==> src/rtl/sram_bank_arbiter.sv <==
// sram_bank_arbiter: round-robin arbitration of read and write clients onto one
// two-port SRAM. A read that hits the granted write address is held off a cycle.
module sram_bank_arbiter #(
    parameter int NUM_RD = 2,
    parameter int NUM_WR = 2,
    parameter int L_DATA = 16,
    parameter int L_ADDR = 13,
    parameter int L_RID  = (NUM_RD > 1) ? $clog2(NUM_RD) : 1
) (
    input  logic                     clk,
    input  logic                     rst,
    input  logic [NUM_RD-1:0]        rd_req_valid,
    input  logic [NUM_RD*L_ADDR-1:0] rd_req_addr,
    output logic [NUM_RD-1:0]        rd_req_ready,
    output logic                     rd_rsp_valid,
    output logic [L_RID-1:0]         rd_rsp_id,
    output logic [L_DATA-1:0]        rd_rsp_data,
    input  logic [NUM_WR-1:0]        wr_req_valid,
    input  logic [NUM_WR*L_ADDR-1:0] wr_req_addr,
    input  logic [NUM_WR*L_DATA-1:0] wr_req_data,
    output logic [NUM_WR-1:0]        wr_req_ready,
    output logic [L_ADDR-1:0]        sram_wAddr,
    output logic [L_DATA-1:0]        sram_wData,
    output logic                     sram_wEn,
    output logic [L_ADDR-1:0]        sram_rAddr,
    output logic                     sram_rEn,
    input  logic [L_DATA-1:0]        sram_rData
);

    localparam int L_WID = (NUM_WR > 1) ? $clog2(NUM_WR) : 1;

    logic [L_RID-1:0]  rdPtr_r;
    logic [L_WID-1:0]  wrPtr_r;
    logic [L_ADDR-1:0] wAddrHold_r;
    logic [L_DATA-1:0] wDataHold_r;
    logic [L_ADDR-1:0] rAddrHold_r;

    logic [L_ADDR-1:0] rdAddr_s [NUM_RD];
    logic [L_ADDR-1:0] wrAddr_s [NUM_WR];
    logic [L_DATA-1:0] wrData_s [NUM_WR];

    logic              rdWin_s;
    logic [L_RID-1:0]  rdWinIdx_s;
    logic              wrWin_s;
    logic [L_WID-1:0]  wrWinIdx_s;
    logic              wrGnt_s;
    logic              rdGnt_s;
    logic              collide_s;

    for (genvar g = 0; g < NUM_RD; g++) begin : gUnpackRd
        assign rdAddr_s[g] = rd_req_addr[g*L_ADDR +: L_ADDR];
    end

    for (genvar g = 0; g < NUM_WR; g++) begin : gUnpackWr
        assign wrAddr_s[g] = wr_req_addr[g*L_ADDR +: L_ADDR];
        assign wrData_s[g] = wr_req_data[g*L_DATA +: L_DATA];
    end

    // Read round-robin search: scanning downward lets the client nearest rdPtr_r win
    always_comb begin
        int idx;
        idx        = 0;
        rdWin_s    = |rd_req_valid;
        rdWinIdx_s = '0;
        for (int i = NUM_RD - 1; i >= 0; i--) begin
            idx        = (int'(rdPtr_r) + i) % NUM_RD;
            rdWinIdx_s = rd_req_valid[idx[L_RID-1:0]] ? idx[L_RID-1:0] : rdWinIdx_s;
        end
    end

    // Write round-robin search, same scheme anchored at wrPtr_r
    always_comb begin
        int idx;
        idx        = 0;
        wrWin_s    = |wr_req_valid;
        wrWinIdx_s = '0;
        for (int i = NUM_WR - 1; i >= 0; i--) begin
            idx        = (int'(wrPtr_r) + i) % NUM_WR;
            wrWinIdx_s = wr_req_valid[idx[L_WID-1:0]] ? idx[L_WID-1:0] : wrWinIdx_s;
        end
    end

    // A read colliding with the granted write yields; it sees the new data next cycle
    assign wrGnt_s   = wrWin_s & ~rst;
    assign collide_s = wrGnt_s & rdWin_s & (rdAddr_s[rdWinIdx_s] == wrAddr_s[wrWinIdx_s]);
    assign rdGnt_s   = rdWin_s & ~rst & ~collide_s;

    // One-hot ready vectors from the qualified grants
    always_comb begin
        rd_req_ready = '0;
        wr_req_ready = '0;
        if (rdGnt_s) begin
            rd_req_ready[rdWinIdx_s] = 1'b1;
        end else begin
            rd_req_ready = '0;
        end
        if (wrGnt_s) begin
            wr_req_ready[wrWinIdx_s] = 1'b1;
        end else begin
            wr_req_ready = '0;
        end
    end

    // Idle cycles replay the last granted address/data so the macro pins stay quiet
    assign sram_wEn    = ~wrGnt_s;
    assign sram_wAddr  = wrGnt_s ? wrAddr_s[wrWinIdx_s] : wAddrHold_r;
    assign sram_wData  = wrGnt_s ? wrData_s[wrWinIdx_s] : wDataHold_r;
    assign sram_rEn    = ~rdGnt_s;
    assign sram_rAddr  = rdGnt_s ? rdAddr_s[rdWinIdx_s] : rAddrHold_r;
    assign rd_rsp_data = sram_rData;

    // Priority pointers, held SRAM drive values and response tagging
    always_ff @(posedge clk or posedge rst) begin
        if (rst) begin
            rdPtr_r      <= '0;
            wrPtr_r      <= '0;
            wAddrHold_r  <= '0;
            wDataHold_r  <= '0;
            rAddrHold_r  <= '0;
            rd_rsp_valid <= 1'b0;
            rd_rsp_id    <= '0;
        end else begin
            if (wrGnt_s) begin
                wrPtr_r     <= (wrWinIdx_s == L_WID'(NUM_WR - 1)) ? '0 : wrWinIdx_s + 1'b1;
                wAddrHold_r <= wrAddr_s[wrWinIdx_s];
                wDataHold_r <= wrData_s[wrWinIdx_s];
            end
            if (rdGnt_s) begin
                rdPtr_r     <= (rdWinIdx_s == L_RID'(NUM_RD - 1)) ? '0 : rdWinIdx_s + 1'b1;
                rAddrHold_r <= rdAddr_s[rdWinIdx_s];
                rd_rsp_id   <= rdWinIdx_s;
            end
            rd_rsp_valid <= rdGnt_s;
        end
    end

endmodule

==> config.mk <==
export PLATFORM = sky130hd
export DESIGN_NAME = sram_bank_arbiter
export DESIGN_NICKNAME = d
export VERILOG_FILES = /design/src/rtl/sram_bank_arbiter.sv
export SDC_FILE = /design/constraint.sdc
export NUM_CORES = 1
export LEC_CHECK = 0
export CORE_ASPECT_RATIO = 0.7
export CORE_MARGIN = 2
export CORE_UTILIZATION = 50
export DETAILED_ROUTE_END_ITERATION = 10
export DONT_BUFFER_PORTS = 1
export PLACE_DENSITY = 0.76
export SYNTH_ARGS = -nofsm -noshare
export SYNTH_HDL_FRONTEND = slang
export SYNTH_SLANG_ARGS = --single-unit
==> constraint.sdc <==
create_clock -name clk -period 3.1 [get_ports clk]
set_input_delay 0.31 -clock clk [delete_from_list [all_inputs] [get_ports clk]]
set_output_delay 0.31 -clock clk [all_outputs]
set_load 0.02 [all_outputs]
Word level (Yosys, flattened, before mapping)
Cells that the tools add are included.

word-level totals
  register bits = 46
  input port bits = 106

operators by class
  $add $sub $neg = 4
  $lt $le $gt $ge = 10
  equality and inequality tests = 1
  multiplexer cells = 32
  bitwise logic cells = 11
  reductions and logical operators = 4

operators with widths
  cell                                                         number
  two-way mux 13 bit                                           8
  two-way mux 16 bit                                           4
  two-way mux 1 bit                                            16
  equality test 13 bit                                         1
  less-than comparator 1 x 2 -> 1 bit (second input constant)  6
  AND 1 bit                                                    5
  adder 1 bit (second input constant)                          4
  >= comparator 2 bit (second input constant)                  2
  two-way mux 2 bit                                            2
  inverter 1 bit                                               4
  inverter 1 -> 2 bit                                          2
  OR reduction 2 bit                                           2
  demux 1 bit (select 1 bit)                                   2
  >= comparator 1 bit (second input constant)                  2
  logical AND 1 bit                                            2

Longest topological paths before layout
Gate-level depths: netlist of run 1.

  depth after elaboration = 14
  gate-level depth with buffers = 11
  gate-level depth less buffers = 7

Worst setup path before layout of run 1
No wires, ideal clock.

  path kind = input port to output port
  start = in rst
  end = out sram_wData[10]
  arrival = 3.038 ns
  path slack = -0.248 ns
  cell stages on the path = 6
  path buffers = 1
  path through = inv_1 -> o21ai_1 -> a21oi_1 -> clkbuf_1 -> a22oi_1 -> nand2_1

on the way
  longest elaborated chain between the ends = 3

ends and longest elaborated chain
  element             RTL line  source
  start, declared     11        input logic rst,
  inverter 1 bit      84        assign wrGnt_s = wrWin_s & ~rst;
  AND 1 bit           84
  two-way mux 16 bit  107       assign sram_wData = wrGnt_s ? wrData_s[wrWinIdx_s] : wDataHold_r;
  end, declared       23        output logic [L_DATA-1:0] sram_wData,

Every way passes these cells.

Worst setup path after layout of run 1
  start = reg wrPtr_r
  end = out sram_rAddr[6]

on the way
  longest elaborated chain between the ends = 14
  elaborated cells between the ends (all ways) = 16
  classes of those cells = add/sub: 1; eq/ne: 1; mux: 10; bitwise: 4

ends and longest elaborated chain
  element                                                     RTL line  source
  start, declared                                             33        logic [L_WID-1:0] wrPtr_r;
  start signal, assigned                                      124       wrPtr_r <= (wrWinIdx_s == L_WID'(NUM_WR - 1)) ? '0 : wrWinIdx_s + 1'b1;
  adder 1 bit                                                 78        idx = (int'(wrPtr_r) + i) % NUM_WR;
  two-way mux 1 bit (not written as such) (2 in series)       79        wrWinIdx_s = wr_req_valid[idx[L_WID-1:0]] ? idx[L_WID-1:0] : wrWinIdx_s;
  two-way mux 1 bit                                           79
  two-way mux 1 bit (*)                                       79
  inverter 1 -> 2 bit (not written as such) (*)               85        assign collide_s = wrGnt_s & rdWin_s & (rdAddr_s[rdWinIdx_s] == wrAddr_s[wrWinIdx_s]);
  two-way mux 13 bit (not written as such) (*) (3 in series)  85
  equality test 13 bit (*)                                    85
  AND 1 bit (*)                                               85
  inverter 1 bit (*)                                          86        assign rdGnt_s = rdWin_s & ~rst & ~collide_s;
  AND 1 bit (*)                                               86
  two-way mux 13 bit (*)                                      109       assign sram_rAddr = rdGnt_s ? rdAddr_s[rdWinIdx_s] : rAddrHold_r;
  end, declared                                               25        output logic [L_ADDR-1:0] sram_rAddr,

Mark *: on every way between the ends. The rest lies on a longest branch, timed or not. The select of a mux whose other input is x is not followed.

==> impl_results.md, run 1 <==
- Slew margin rel.: roughly two fifths
- Leakage: about 1.3 nW
- Vias in the first global route: about 2k
- CP Class: reg -> out
- Min Tclk post-route: 3.13 ns
- Top cell type's share of synthesized area: a little over two fifths
- Max Buffers Root-to-Sink: 2
- Routed Antenna Nets: 0
- Nets: 379
- Register area share after synthesis: 43.8%
- Setup WS pre-CTS: around 0.16 ns
- Num CTS Buffers: 5
- Layout cell share with drive strength beyond 1: a little over a fifth
- Critical Path RT: 2.79 ns
- Peak supply drop: around 0.32 mV
- Max-Cap Viols: 0
- Site row count: 22
- Setup ws final: -0.0258 ns
- Commonest non-fill, non-tap cell in the layout: dfrtp_1
- CP peak stage delay: about 0.40 ns
- Area of the multi-input gates: 0.00130 mm²
- DRT iter0 DRCs: between 100 and 150
- Total Wirelength: approximately 6900 µm
- Via count: approximately 2.1k
- Total design power: about 1.8 mW
- Area added between synthesis and finish: 9.76%
- Global route overflow: 0
- Non-filler instance count after layout: between 300 and 400
- Synthesized area per cell: ~9.4 µm²
- Fin Clk Skew: roughly 0.0098 ns
- Hold Crit Class: in -> async
- Drt drc: 0
- Critical path arrival: 2.82 ns
- CTS Hold Bufs: 0
- Worst Path Buf+Inv: 2
- Clk Latency, worst-skew pair: around 0.3 ns
- Family with the most delay on the worst path: simple AND/OR/NAND/NOR gates
- Die X: roughly 90 µm
- Filler instances: 470
- Final RePlAce weighted congestion: 0.801
- Synth Flop Type: dfrtp_1
- Global-route wire length before repair: a little over 10000 µm
- Startpoint Class: register
- H-tree levels: 2
- Crit path max fanout: 5
- Max-slew violation total from the final report: 0
- DIE HEIGHT: approximately 65 µm
- Yosys cell types: 36
- Gate Count Post-Synth: 279
- Outcome: complete, but fails checks
- Placed Cells: 333
- Failing checks: negative setup slack
- Synth async-reset ratio: between 90% and 100%
- Clock tree from TritonCTS: built
- Critical Path End Type: output port
- Largest net degree at the start of global routing: 47
- First drt pass iteration count: 5
- Starting density of the core: around 51%
- Synth warn: 0
- Vias per cell: slightly above 6
- Pwr per Cell Area: between 600 and 700 mW/mm²
- Register area: 0.00115 mm²
- Synth top area cells: dfrtp_1 44%, nand2_1 6.3%, buf_4 4.9%
- Crit-path slowest cell: o41a_1
- Syn Nets: 385
- Final-report hold violation count: 0
- Top cell by count, worst path: buf_6
- I/O Pins: roughly 170
- Drt wl/cell: 20.0 µm
- Area leader, netlist: dfrtp_1
- Clock sink count: between 40 and 50
- Synth Register Bits: 46
- Worst r2r path cells: 9
- Mapped cell area: about 0.0026 mm²
- Final Cycle Share: 101%
- DPL Wire Length: 5000 µm
- Fmax: roughly 320 MHz
- Slew @ Worst Pin: slightly below 0.9 ns
- Initial antenna violation count: 1
- Clock slew at reported path FFs: 0.09 ns
- Tot GR Track Use: a little under a quarter
- Root buf cell: clkbuf_8
- RSZ-0062 raised after global routing: yes
- Crit-path cells: nand2b_4 -> buf_6 -> and3_4 -> o211a_1 -> nor4_2 -> nand4_1 -> o41a_1 -> buf_6 -> mux2_4
- Die Area: between 0.005 and 0.006 mm²
- Crit. path cell count: 9
- Core Region: roughly 0.0051 mm²
- EDFF count, synth: 0
- Final setup violation count: 3
- Port Buffers: 0
- Most frequent cells in the layout: 46 x dfrtp_1, 44 x nand2_1, 16 x nand3_1, 16 x a22oi_1, 14 x buf_4
power breakdown:
| group | internal (mW) | leakage [nW] | switching (mW) |
|---|---|---|---|
| Combinational | 0.156 | 0.736 | 0.322 |
| Sequential | 0.688 | 0.540 | 0.0306 |
| Clock | 0.344 | 0.0714 | 0.212 |
metrics by stage:
| step | cell area (µm²) | setup TNS [ns] | hold slack [ns] | utilization (%) |
|---|---|---|---|---|
| after floorplan | 2630 | 0 | 0.330 | - |
| after global placement | 2630 | 0 | 0.437 | 51.1 |
| after detailed placement | 2630 | 0 | 0.443 | 51.1 |
| after CTS | 2830 | 0 | 0.114 | 54.9 |
| after global routing | 2880 | -0.941 | 0.149 | 56.0 |
| final | 2880 | -0.0513 | 0.0945 | 56.0 |
layout make-up:
class / instances / area share (%)
tap: 72 / 3.12
clock buffer: 6 / 2.86
timing repair buffer: 19 / 5.25
inverter: 12 / 1.69
antenna: 1 / 0.0868
clock inverter: 2 / 2.08
sequential: 46 / 39.9
multi-input combinational: 189 / 45.0
final timing paths:
path	slack, ns	endpoint	start
min	0.09	wAddrHold_r[12]	rst
max	-0.03	sram_rAddr[6]	wrPtr_r
max reg2reg	0.45	rAddrHold_r[6]	wrPtr_r
min reg2reg	0.56	rdPtr_r	rdPtr_r
max in group asynchronous	2.61	wAddrHold_r[11]	rst
min in group clk	0.27	rd_rsp_id	rd_req_valid[1]
routing by layer:
metal	vias up	track usage [%]	part of all wire (%)
met5	-	0	0
met4	0	5.96	1.3
met3	10	8.14	10
met2	115	37.7	47
met1	1013	28.3	42
li1	969	-	-
logic make-up (layout without fill, tap and decap cells):
group	count (synthesis)	in the layout	share of synthesized area, %
muxes	14	14	6.48
other	0	1	0
buffers and inverters	44	39	9.95
xor gates and xnor gates	6	6	2.00
and+or+nand+nor	92	92	16.5
AOI/OAI and AO/OA	77	77	21.3
DFF	46	46	43.8
cell usage after synthesis (2+ instances only):
library cell / number
o21ai_0: 9
clkbuf_1: 9
a21boi_0: 7
a22oi_1: 16
o211a_1: 8
nor2b_1: 2
buf_4: 17
nor3_1: 8
and3_1: 8
xnor2_1: 4
nor4_1: 5
o22a_1: 12
buf_6: 4
nor2_1: 3
o21ai_1: 5
dfrtp_1: 46
mux2i_1: 8
mux2_4: 3
buf_2: 2
nand2_1: 44
inv_1: 11
mux2_2: 2
nand3_1: 16
nand2b_1: 2
a21oi_1: 9
a211oi_1: 8
xor2_1: 2
worst register-to-register path, cell delays in order (launching register included):
cell,delay (ns)
dfrtp_1,0.38
nand2b_4,0.15
buf_6,0.13
and3_4,0.18
o211a_1,0.24
nor4_2,0.34
nand4_1,0.22
o41a_1,0.40
buf_6,0.15
mux2_4,0.34
repair_timing:
action                     4_1_cts  5_1_grt
resized for setup               18       11
buffers inserted                 2        1
setup endpoints to repair       16       16
cloned                           0        2
pin swaps                        3        1
flip-flops by register name, summed over array words and instances (netlist names):
signal	cells
rd_rsp_id	1
rAddrHold_r	13
wrPtr_r	1
rdPtr_r	1
rd_rsp_valid	1
wDataHold_r	16
wAddrHold_r	13
No activity file was read; power rests on OpenSTA's default activity.
==> inputs of run 2 (changes only) <==
Settings changed: ABC_AREA set to 1.
==> run 2 against run 1 <==
Effect of this change:
- the run now ends clean
- final cell count up 48%
- routed wire length grew 15%
- maximum frequency increased by 10%
- sequential share of layout area fell by 1.9 points
- worst setup slack gained 0.29 ns
- clock power decreased by 18%
- sequential cell count is the same
- area after synthesis up 15%
- clock skew shrank 0.00070 ns
- global-route usage grew 1.1 points
- combinational power about the same
- highest routed layer unchanged
==> impl_results.md, run 2 <==
- Worst Path Buf+Inv: 1
- Tot GR Track Use: between 20% and 30%
- Layout cell share with drive strength beyond 1: 5.49%
- Site row count: 23
- Final instance area: 0.00303 mm²
- Setup crit end: sram_rAddr[3]
- DIE HEIGHT: 69.1 µm
- Area leader, netlist: dfrtp_1
- Worst reg-to-reg setup slack: roughly 0.76 ns
- Final setup violation count: 0
- CP Class: reg -> out
- DPL Wire Length: 6150 µm
- Die X: between 90 and 100 µm
- CTS Hold Bufs: 0
- Met3 wire length: 1110 µm
- Yosys cell types: 16
- Pwr per Cell Area: between 500 and 600 mW/mm²
- Startpoint Class: register
- Root buf cell: clkbuf_8
- Synth Register Bits: 46
- Crit-path cells: inv_2 -> nand2_4 -> nand2_4 -> nand2_1 -> nand2_1 -> nand2_1 -> nand2_1 -> nor2_1 -> nand2_1 -> nor2_1 -> nand2_4 -> nand2_8 -> nand2_1 -> nand2_1
- Syn Nets: 569
- Initial antenna violation count: 0
- Port Buffers: 0
- Core Util, Final: between 50% and 60%
- Clk Latency, worst-skew pair: 0.30 ns
- Gate Count Post-Synth: 463
- Crit path max fanout: 26
- Crit-path slowest cell: dfrtp_1
- Total Wirelength: around 8000 µm
- Fmax: roughly 350 MHz
- Final Cycle Share: 91.5%
- WL met1: 3550 µm
- Synth Flop Type: dfrtp_1
- Drt wl/cell: approximately 16 µm
- Drt drc: 0
- Vias per cell: between 5 and 6
- Clock tree from TritonCTS: built
- EDFF count, synth: 0
- Top-count cell post-synth: nand2_1
- Clock sink count: 46
- Synth async-reset ratio: between 90% and 100%
- Routed Antenna Nets: 0
- Synth top area cells: dfrtp_1 38%, nand2_1 28%, nand3_1 9.8%
- H-tree levels: 2
- Mapped cell area: 0.00303 mm²
- Clock slew at reported path FFs: about 0.1 ns
- Reg2reg end: rAddrHold_r[3]
- Crit. path cell count: 14
- Top cell type's share of synthesized area: between 30% and 40%
- Starting density of the core: a little over half
- Commonest cells post-synth: 226 x nand2_1, 59 x nand3_1, 46 x dfrtp_1
- Commonest non-fill, non-tap cell in the layout: nand2_1
- Final-report hold violation count: 0
- Worst r2r path cells: 14
- Reg-to-reg startpoint: rdPtr_r
- Final RePlAce weighted congestion: between 0.9 and 1
- Top cell by count, worst path: nand2_1
- Register area share after synthesis: about two fifths
- Hold Crit Class: in -> async
- CP peak stage delay: ~0.37 ns
- Peak supply drop: between 0.2 and 0.3 mV
- Via count: 2738
- Vias in the first global route: between 2k and 2.5k
- DR WL met2: between 3000 and 4000 µm
- First drt pass iteration count: 5
- Family with the most delay on the worst path: simple AND/OR/NAND/NOR gates
- Num CTS Buffers: 5
- Outcome: finished clean
- Nets: roughly 540
- Die Area: ~0.0067 mm²
- Max reg flops: 16
- RSZ-0062 raised after global routing: no
- Slew @ Worst Pin: roughly 0.97 ns
- Critical path arrival: ~2.5 ns
- Top Layer Used: met4
- DRT iter0 DRCs: roughly 280
- Max-Cap Viols: 0
- Largest net degree at the start of global routing: 47
- Leakage: 1.75 nW
- Antenna Diode Count: 0
- Area added between synthesis and finish: 0.0828%
- Largest register by flop count: wDataHold_r
- Global-route wire length before repair: roughly 13000 µm
- I/O Pins: roughly 170
- Synth warn: 0
- Largest registers: wDataHold_r (16), rAddrHold_r (13), wAddrHold_r (13)
- Max-slew violation total from the final report: 0
- Max Buffers Root-to-Sink: 2
- Most frequent cells in the layout: 226 x nand2_1, 59 x nand3_1, 46 x dfrtp_1
- Post-place instance area: around 0.0029 mm²
- Global route overflow: 0
- Critical Path RT: 2.79 ns
- Critical Path End Type: output port
- Slew margin rel.: 35.5%
- Min Tclk post-route: approximately 2.8 ns
- Synthesized area per cell: roughly 6.5 µm²
- Setup TNS: 0 ns
- Core Region: 0.00578 mm²
- Crit. Startpoint: rdPtr_r
- Fin Clk Skew: slightly above 0.009 ns
run 2: cell count changes after synthesis, moves of 9 or more:
cell	previous run	this run
inv_1	11	36
o22a_1	12	0
nand2_1	44	226
nor2_1	3	13
a22oi_1	16	0
nand3_1	16	59
a21oi_1	9	0
buf_2	2	13
nand3b_1	0	19
run 2: how the worst min path moves through the flow:
stage                 start         endpoint  slack [ns]  cells after the start
finish                  rst   wAddrHold_r[4]        0.10                      1
global route            rst   wAddrHold_r[4]        0.19                      1
CTS                     rst   wAddrHold_r[4]        0.14                      1
detailed placement      rst   wAddrHold_r[1]        0.47                      1
global placement        rst  wAddrHold_r[12]        0.46                      1
floorplan           rdPtr_r          rdPtr_r        0.46                      2
run 2: metrics by stage:
stage / instances / hold WS, ns / worst slack (ns) / total power [mW]
6_report: 512 / 0.102 / 0.262 / 1.64
5_1_grt: 512 / 0.187 / 0.0291 / 1.75
4_1_cts: 512 / 0.141 / 0.142 / 1.66
3_5_place_dp: 504 / 0.468 / 0.500 / 1.20
3_3_place_gp: 504 / 0.464 / 0.560 / 1.19
2_1_floorplan: 463 / 0.462 / 1.07 / 1.16
run 2: cells by family (layout without fill, tap and decap cells):
family                 Yosys count  in the layout  share of synthesized area [%]
DFF                             46             46                           38.0
buffers and inverters           79             53                           13.6
and+or+nand+nor                323            323                           45.8
AOI/OAI and AO/OA               15             15                           2.60
run 2: worst register-to-register path, cell delays in order, from the launching register on:
cell and delay [ns]:
dfrtp_1 0.37, inv_2 0.05, nand2_4 0.21, nand2_4 0.23
nand2_1 0.11, nand2_1 0.10, nand2_1 0.08, nand2_1 0.05
nor2_1 0.15, nand2_1 0.07, nor2_1 0.18, nand2_4 0.17
nand2_8 0.18, nand2_1 0.07, nand2_1 0.20
run 2: final cells by class:
class	instances	area, µm²
multi-input cells	338	1490
clock inverters	3	43.8
clock buffers	5	68.8
fillers	584	2750
well taps	75	93.8
repair buffers	5	37.5
flip-flops and latches	46	1150
inverters	40	150
run 2: power by group:
group,internal (mW),switching (mW)
Combinational,0.115,0.362
Clock,0.242,0.213
Sequential,0.686,0.0271
Total,1.04,0.602
run 2: metal layers:
metal | track usage [%] | vias to the layer above
li1 | - | 1366
met2 | 32.4 | 153
met5 | 0 | -
met1 | 35.2 | 1209
met3 | 10.1 | 10
met4 | 4.85 | 0
run 2: what timing repair did:
action	CTS	global route
endpoints found under the setup margin	0	13
buffers inserted	0	0
gates resized for setup	0	3
